File: src/rtl/ballot_controller.sv
// Per-voter ballot sequencer: arms one ballot per officer request, forwards a single valid
// vote as a one-cycle one-hot grant, and rejects spoilt, late or out-of-turn presses.
module ballot_controller #(
    parameter int unsigned NUM_CAND       = 4,
    parameter int unsigned TIMEOUT_CYCLES = 50000000,
    parameter int unsigned CONFIRM_CYCLES = 25000000,
    parameter int unsigned CNT_W          = 8
) (
    input  logic                clk,
    input  logic                rst,
    input  logic                open_poll,
    input  logic                close_poll,
    input  logic                issue_ballot,
    input  logic [NUM_CAND-1:0] vote_req,
    output logic [NUM_CAND-1:0] vote_grant,
    output logic [NUM_CAND-1:0] last_choice,
    output logic                poll_open,
    output logic                ballot_ready,
    output logic                spoilt,
    output logic                timeout,
    output logic                ignored,
    output logic [CNT_W-1:0]    ballots_issued,
    output logic [CNT_W-1:0]    votes_granted
);

    localparam int unsigned TMAX = (TIMEOUT_CYCLES > CONFIRM_CYCLES) ? TIMEOUT_CYCLES
                                                                      : CONFIRM_CYCLES;
    localparam int unsigned TW   = (TMAX > 1) ? $clog2(TMAX) : 1;

    typedef enum logic [1:0] {StClosed, StIdle, StArmed, StConfirm} state_e;

    state_e              state_q, state_d;
    logic [TW-1:0]       timer_q, timer_d;
    logic                close_pending_q, close_pending_d;
    logic [NUM_CAND-1:0] grant_q, grant_d;
    logic [NUM_CAND-1:0] last_q, last_d;
    logic                poll_open_q, poll_open_d;
    logic                ready_q, ready_d;
    logic                spoilt_q, spoilt_d;
    logic                timeout_q, timeout_d;
    logic                ignored_q, ignored_d;
    logic [CNT_W-1:0]    issued_q, issued_d;
    logic [CNT_W-1:0]    granted_q, granted_d;

    logic req_any;
    logic req_one;

    assign req_any = |vote_req;
    // Clearing the lowest set bit leaves zero only for a single-bit request.
    assign req_one = req_any && ((vote_req & (vote_req - NUM_CAND'(1))) == '0);

    always_comb begin
        state_d         = state_q;
        timer_d         = timer_q;
        close_pending_d = close_pending_q;
        grant_d         = '0;
        last_d          = last_q;
        spoilt_d        = 1'b0;
        timeout_d       = 1'b0;
        ignored_d       = 1'b0;
        issued_d        = issued_q;
        granted_d       = granted_q;

        unique case (state_q)
            StClosed: begin
                ignored_d = req_any;
                if (open_poll) begin
                    state_d = StIdle;
                end
            end
            StIdle: begin
                ignored_d = req_any;
                if (close_poll) begin
                    state_d = StClosed;
                end else if (issue_ballot) begin
                    state_d  = StArmed;
                    timer_d  = '0;
                    issued_d = (issued_q == '1) ? issued_q : issued_q + CNT_W'(1);
                end
            end
            StArmed: begin
                if (close_poll) begin
                    close_pending_d = 1'b1;
                end
                if (req_one) begin
                    grant_d   = vote_req;
                    last_d    = vote_req;
                    granted_d = (granted_q == '1) ? granted_q : granted_q + CNT_W'(1);
                    state_d   = StConfirm;
                    timer_d   = '0;
                end else if (req_any) begin
                    spoilt_d = 1'b1;
                    last_d   = '0;
                    state_d  = StConfirm;
                    timer_d  = '0;
                end else if (timer_q == TW'(TIMEOUT_CYCLES - 1)) begin
                    timeout_d = 1'b1;
                    last_d    = '0;
                    state_d   = StConfirm;
                    timer_d   = '0;
                end else begin
                    timer_d = timer_q + TW'(1);
                end
            end
            StConfirm: begin
                ignored_d = req_any;
                if (timer_q == TW'(CONFIRM_CYCLES - 1)) begin
                    // A close arriving on the exit cycle still closes the poll.
                    state_d         = (close_pending_q || close_poll) ? StClosed : StIdle;
                    close_pending_d = 1'b0;
                    timer_d         = '0;
                end else begin
                    timer_d = timer_q + TW'(1);
                    if (close_poll) begin
                        close_pending_d = 1'b1;
                    end
                end
            end
            default: state_d = StClosed;
        endcase

        poll_open_d = (state_d != StClosed);
        ready_d     = (state_d == StArmed);
    end

    always_ff @(posedge clk or negedge rst) begin
        if (!rst) begin
            state_q         <= StClosed;
            timer_q         <= '0;
            close_pending_q <= 1'b0;
            grant_q         <= '0;
            last_q          <= '0;
            poll_open_q     <= 1'b0;
            ready_q         <= 1'b0;
            spoilt_q        <= 1'b0;
            timeout_q       <= 1'b0;
            ignored_q       <= 1'b0;
            issued_q        <= '0;
            granted_q       <= '0;
        end else begin
            state_q         <= state_d;
            timer_q         <= timer_d;
            close_pending_q <= close_pending_d;
            grant_q         <= grant_d;
            last_q          <= last_d;
            poll_open_q     <= poll_open_d;
            ready_q         <= ready_d;
            spoilt_q        <= spoilt_d;
            timeout_q       <= timeout_d;
            ignored_q       <= ignored_d;
            issued_q        <= issued_d;
            granted_q       <= granted_d;
        end
    end

    assign vote_grant     = grant_q;
    assign last_choice    = last_q;
    assign poll_open      = poll_open_q;
    assign ballot_ready   = ready_q;
    assign spoilt         = spoilt_q;
    assign timeout        = timeout_q;
    assign ignored        = ignored_q;
    assign ballots_issued = issued_q;
    assign votes_granted  = granted_q;

endmodule

File: config.mk
export PLATFORM = sky130hd
export DESIGN_NAME = ballot_controller
export DESIGN_NICKNAME = d
export VERILOG_FILES = /design/src/rtl/ballot_controller.sv
export SDC_FILE = /design/constraint.sdc
export NUM_CORES = 1
export LEC_CHECK = 0
export CAP_MARGIN = 20
export CORE_MARGIN = 10
export CORE_UTILIZATION = 51
export DETAILED_ROUTE_END_ITERATION = 7
export PLACE_DENSITY_LB_ADDON = 0.1
export SYNTH_ARGS = -nofsm -noshare
export SYNTH_HDL_FRONTEND = slang
export SYNTH_SLANG_ARGS = --single-unit
export TNS_END_PERCENT = 10
File: constraint.sdc
create_clock -name clk -period 2.7 [get_ports clk]
set_clock_uncertainty 0.15 [all_clocks]
set_input_delay 0.405 -clock clk [delete_from_list [all_inputs] [get_ports clk]]
set_output_delay 0.405 -clock clk [all_outputs]
set_load 0.03 [all_outputs]
After elaboration in Yosys (flattened, before gate mapping)

Cells that the tools add are included.

$add $sub $neg: 4
Equality and inequality tests: 10
Muxes and demuxes: 32
Bitwise operators: 4
Reduce and logical (&&, ||, !) cells: 14

Operator list:

| kind                                                                     | number |
|---|---|
| 26-bit 2-to-1 mux                                                        | 6 |
| 26-bit case mux with 3 select lines                                      | 1 |
| 26-bit by 1-bit adder with 26-bit output (second input constant)         | 1 |
| 26-bit by 25-bit equality test with 1-bit output (second input constant) | 1 |
| 26-bit equality test (second input constant)                             | 1 |
| 4-bit 2-to-1 mux                                                         | 5 |
| 8-bit by 1-bit adder with 8-bit output (second input constant)           | 2 |
| 8-bit equality test (second input constant)                              | 2 |
| 2-bit 2-to-1 mux                                                         | 7 |
| 1-bit 2-to-1 mux                                                         | 11 |
| 2-bit case mux with 4 select lines                                       | 1 |
| 2-bit equality test (second input constant)                              | 3 |
| 3-bit AND reduction                                                      | 2 |
| 3-bit nonzero test                                                       | 2 |
| 4-bit bitwise AND                                                        | 1 |
| 4-bit zero test                                                          | 1 |
| 2-bit inequality test (second input constant)                            | 2 |
| 4-bit AND reduction                                                      | 1 |
| 2-bit nonzero test                                                       | 2 |
| 4-bit OR reduction                                                       | 1 |
| 4-bit by 1-bit subtractor with 4-bit output (second input constant)      | 1 |
| 1-bit NOT                                                                | 3 |
| 3-bit OR reduction                                                       | 1 |
| 2-bit by 1-bit equality test with 1-bit output (second input constant)   | 1 |
| 5 further kinds                                                          | 5 |

Register bits: 58
Bits of input ports: 9
Output and inout bits: 29

Depth between registers and ports, before layout

Depth after elaboration: 7
Mapped depth: 7
Mapped depth without buffers: 6

Least setup slack after synthesis

Ideal clock, no wire load.

Kind: flip-flop to flip-flop
Start: reg timer_q[7]
End: reg timer_q[11]
Setup time: 0.156 ns
Arrival: 2.264 ns
Setup slack: 0.130 ns
Cell stages (with the launch flop): 7
Buffers on the path: 1
Period minus slack after synthesis: 2.570 ns
Cells stage by stage: dfrtp_1 or4_1 or4_4 o41a_4 clkbuf_8 o2111ai_1 o311ai_1

Longest elaborated chain between the ends: 5

Ends and longest elaborated chain:

| what                                                                                    | RTL line     | text |
|---|---|---|
| start, declared                                                                         | 33           | `logic [TW-1:0] timer_q, timer_d;` |
| start signal, assigned                                                                  | 142          | `timer_q <= timer_d;` |
| 26-bit by 1-bit adder with 26-bit output / 26-bit equality test (equally long branches) | 102, 113, 96 |  |
| 26-bit 2-to-1 mux                                                                       | 96           | `end else if (timer_q == TW'(TIMEOUT_CYCLES - 1)) begin` |
| 26-bit 2-to-1 mux                                                                       | 91           | `end else if (req_any) begin` |
| 26-bit 2-to-1 mux                                                                       | 85           | `if (req_one) begin` |
| 26-bit case mux with 3 select lines (*)                                                 | 64           | `unique case (state_q)` |

Mark *: on every way between the ends. The rest lies on a longest branch, timed or not.
A chain may end at the register's enable or synchronous reset.

Final worst setup path

Start: reg timer_q[7]
End: reg timer_q[7]

The elaborated chain is that of the path after synthesis.

==> run metrics <==
result of the run completed; Worst Setup Path Type reg2reg; area of the mapped netlist 0.00323 mm^2; Max transition margin roughly 50%; count of distinct cell types in the synthesized netlist between 50 and 60; worst reg-to-reg setup slack approximately 0.058 ns; met1 usage in global routing 20.7%; Clock Pin Slew Worst Setup and Hold Paths 0.07 ns; total power of the final layout 2050 uW; final net count 407; leakage power around 0.0017 uW; Post-Synthesis Mean Instance Area 9.61 um^2; final period demand of the worst path approximately 2.6 ns; GRT Residual Overflow 0; data arrival time at the worst-slack endpoint 2.69 ns; R2R Path Start timer_q[7]; share of flip-flops with an asynchronous set or reset after synthesis 100%; net count after synthesis 348; routability-driven placement congestion ratio 0.904; Max VDD drop 437 uV; ports placed on the boundary 38; Hold Worst Slack 0.0469 ns; slew of the pin with the lowest slew margin 0.745 ns; top area cells in the synthesized netlist sky130_fd_sc_hd__dfrtp_1, sky130_fd_sc_hd__nand2_1, sky130_fd_sc_hd__o211ai_1, sky130_fd_sc_hd__xnor2_1, sky130_fd_sc_hd__clkbuf_8; horizontal extent of the die roughly 100 um; Final Setup Violations 0; number of buffers on the longest clock path 2; worst-path maximum fanout 7; global routing usage summed across all routing layers between 10% and 20%; port buffer count 37; worst min-delay path category in2async; TritonCTS clock tree done; Via-to-Cell Ratio 5.95; area growth from synthesis to layout 23.6%; kind of end point of the critical path flop; number of routed nets with antenna violations 0; Vert. Die Dim 99.6 um; fraction of final layout cells with drive strength greater than 1 14.5%; Die Area about 0.0099 mm^2; Yosys top cell area share 44.9%; number of slew-limit violations in the final report 0; buffer cell driving the clock tree root sky130_fd_sc_hd__clkbuf_8; standard cell core area about 0.0060 mm^2; Crit path largest cell delay 0.54 ns; Critical R2R Capture timer_q[7]; largest net degree at the start of global routing 59; cell at the slowest stage of the critical path sky130_fd_sc_hd__o41a_4; total number of vias 2821; # rows 28; most common cell type on the critical path sky130_fd_sc_hd__or4_4; logic depth of the worst register-to-register path 6; ys flop type sky130_fd_sc_hd__dfrtp_1; aggregate routed wire length 7950 um; areal power density over the cells 512 mW/mm^2; number of failing hold endpoints at the final stage 0; CTS H-tree lvls 3; iteration count of the initial detailed-routing pass 5; total half-perimeter wirelength after legalization and detailed placement ~5400 um; global-route track usage on met2 24.8%; number of diodes added for antenna fixing 0; cell count after synthesis 336; total CTS buffers 9; number of DRC markers after the initial detailed-route iteration 240; most frequent standard cell in the layout excluding fill and tap cells sky130_fd_sc_hd__dfrtp_1; Initial Utilization 53.6%; Seq/Total Area, Yosys 44.9%; number of hold buffers added after CTS 0; fill cell total of the finished layout ~500; maximum achievable frequency 378 MHz; source-to-sink clock delay at the later pin of the worst-skew pair 0.34 ns; post-DR wirelength/cell 16.8 um; via count of the first global-routing pass between 2000 and 3000; number of antenna violations at the first check in global routing 0; sinks on the clock net between 50 and 60; busiest metal layer after global routing met2; most used cells in the layout excluding fill and tap cells sky130_fd_sc_hd__dfrtp_1, sky130_fd_sc_hd__nand2_1, sky130_fd_sc_hd__clkdlybuf4s50_1, sky130_fd_sc_hd__buf_4, sky130_fd_sc_hd__nor2_1; unrepaired setup endpoints after global routing true; required time of the critical path between 2 and 3 ns; synthesized flop and latch total 58; maximum capacitance violations 0; most area-hungry cell type in the Yosys netlist sky130_fd_sc_hd__dfrtp_1; critical-path cell list or4_4, or4_4, o41a_4, buf_6, o2111ai_1, o311ai_1; wire length of the first global-routing pass between 10000 and 15000 um; count of flip-flops with a built-in enable after synthesis 0; DRC 0; GR met3 Demand/Resource under 10%; Warnings, synthesis 0; fraction of the cycle the final worst path needs 97.9%; Critical Path Source Type flop
[cells in the mapped netlist (9+ instances only)]
library cell,number
sky130_fd_sc_hd__dfrtp_1,58
sky130_fd_sc_hd__nand2_1,53
sky130_fd_sc_hd__nor2_1,21
sky130_fd_sc_hd__o211ai_1,16
sky130_fd_sc_hd__nand4_1,15
sky130_fd_sc_hd__nand3_1,13
sky130_fd_sc_hd__inv_1,12
sky130_fd_sc_hd__xnor2_1,12
sky130_fd_sc_hd__and3_1,9
sky130_fd_sc_hd__nor4_1,9
sky130_fd_sc_hd__o2111ai_1,9
sky130_fd_sc_hd__o21ai_0,9
[kinds of logic after synthesis]
logic type	share of synthesized area [%]
buffers and inverters	6.43
multiplexers	1.01
adder cells (fa/ha/maj)	1.47
XOR/XNOR	5.15
AO/OA/AOI/OAI	16.2
flip-flops	44.9
AND/OR/NAND/NOR	24.9
[worst max-delay path: cells and delay by family (launching register included)]
family	cells	cell delay, ns
simple gates	2	0.97
buf+inv	1	0.15
compound gates	3	0.84
flops	1	0.40
[where the power goes]
group	internal, uW	switching, uW	leakage [uW]
sequential	913	56.5	0.000770
clock	509	353	0.000105
combinational	98.1	116	0.000866
[registers in the layout, summed over array words and instances, names as in the netlist]
signal and flops:
ignored 1, timer_q 26, timeout 1, close_pending_q 1, votes_granted 8, poll_open 1, last_choice 4, ballots_issued 8
spoilt 1, vote_grant 4, state_q 2, ballot_ready 1
[repair_timing]
item,4_1_cts,5_1_grt
pin swaps,0,5
gates resized for setup,1,5
endpoints found under the setup margin,2,21
setup buffers,0,1
[per-stage QoR]
| step | instances | setup WS (ns) | util, % | setup TNS, ns | instance area (um^2) |
|---|---|---|---|---|---|
| final | 474 | 0.0576 | 66.3 | 0 | 3990 |
| after global routing | 474 | -0.00136 | 66.3 | -0.00136 | 3990 |
| after CTS | 473 | 0.00721 | 65.8 | 0 | 3960 |
| after detailed placement | 458 | -0.193 | 62.2 | -1.93 | 3750 |
| after global placement | 458 | -0.114 | 62.2 | -0.552 | 3750 |
| after floorplan | 336 | 0.130 | - | 0 | 3230 |
[final cells by class]
type | count | area [um^2] | area share (%)
repair buffers | 66 | 607 | 15.2
clock inverters | 6 | 82.6 | 2.07
clock buffers | 9 | 124 | 3.10
flip-flops and latches | 58 | 1450 | 36.4
multi-input cells | 248 | 1590 | 39.8
inverters | 12 | 45.0 | 1.13
well taps | 75 | 93.8 | 2.35
[worst max-delay path by stage]
stage                        to  slack (ns)        start
floorplan           timer_q[11]        0.13   timer_q[7]
global placement    timer_q[15]       -0.11  vote_req[1]
detailed placement  timer_q[15]       -0.19  vote_req[1]
CTS                 timer_q[15]       0.007   timer_q[7]
global route         timer_q[5]      -0.001   timer_q[7]
finish               timer_q[7]        0.06   timer_q[7]
[layer usage]
layer / up-vias / share of wire, %
met1: 1332 / 45
li1: 1363 / -
met5: - / 0
met3: 18 / 7.5
met4: 0 / 2.1
met2: 108 / 45
(Power assumes the default switching activity.)
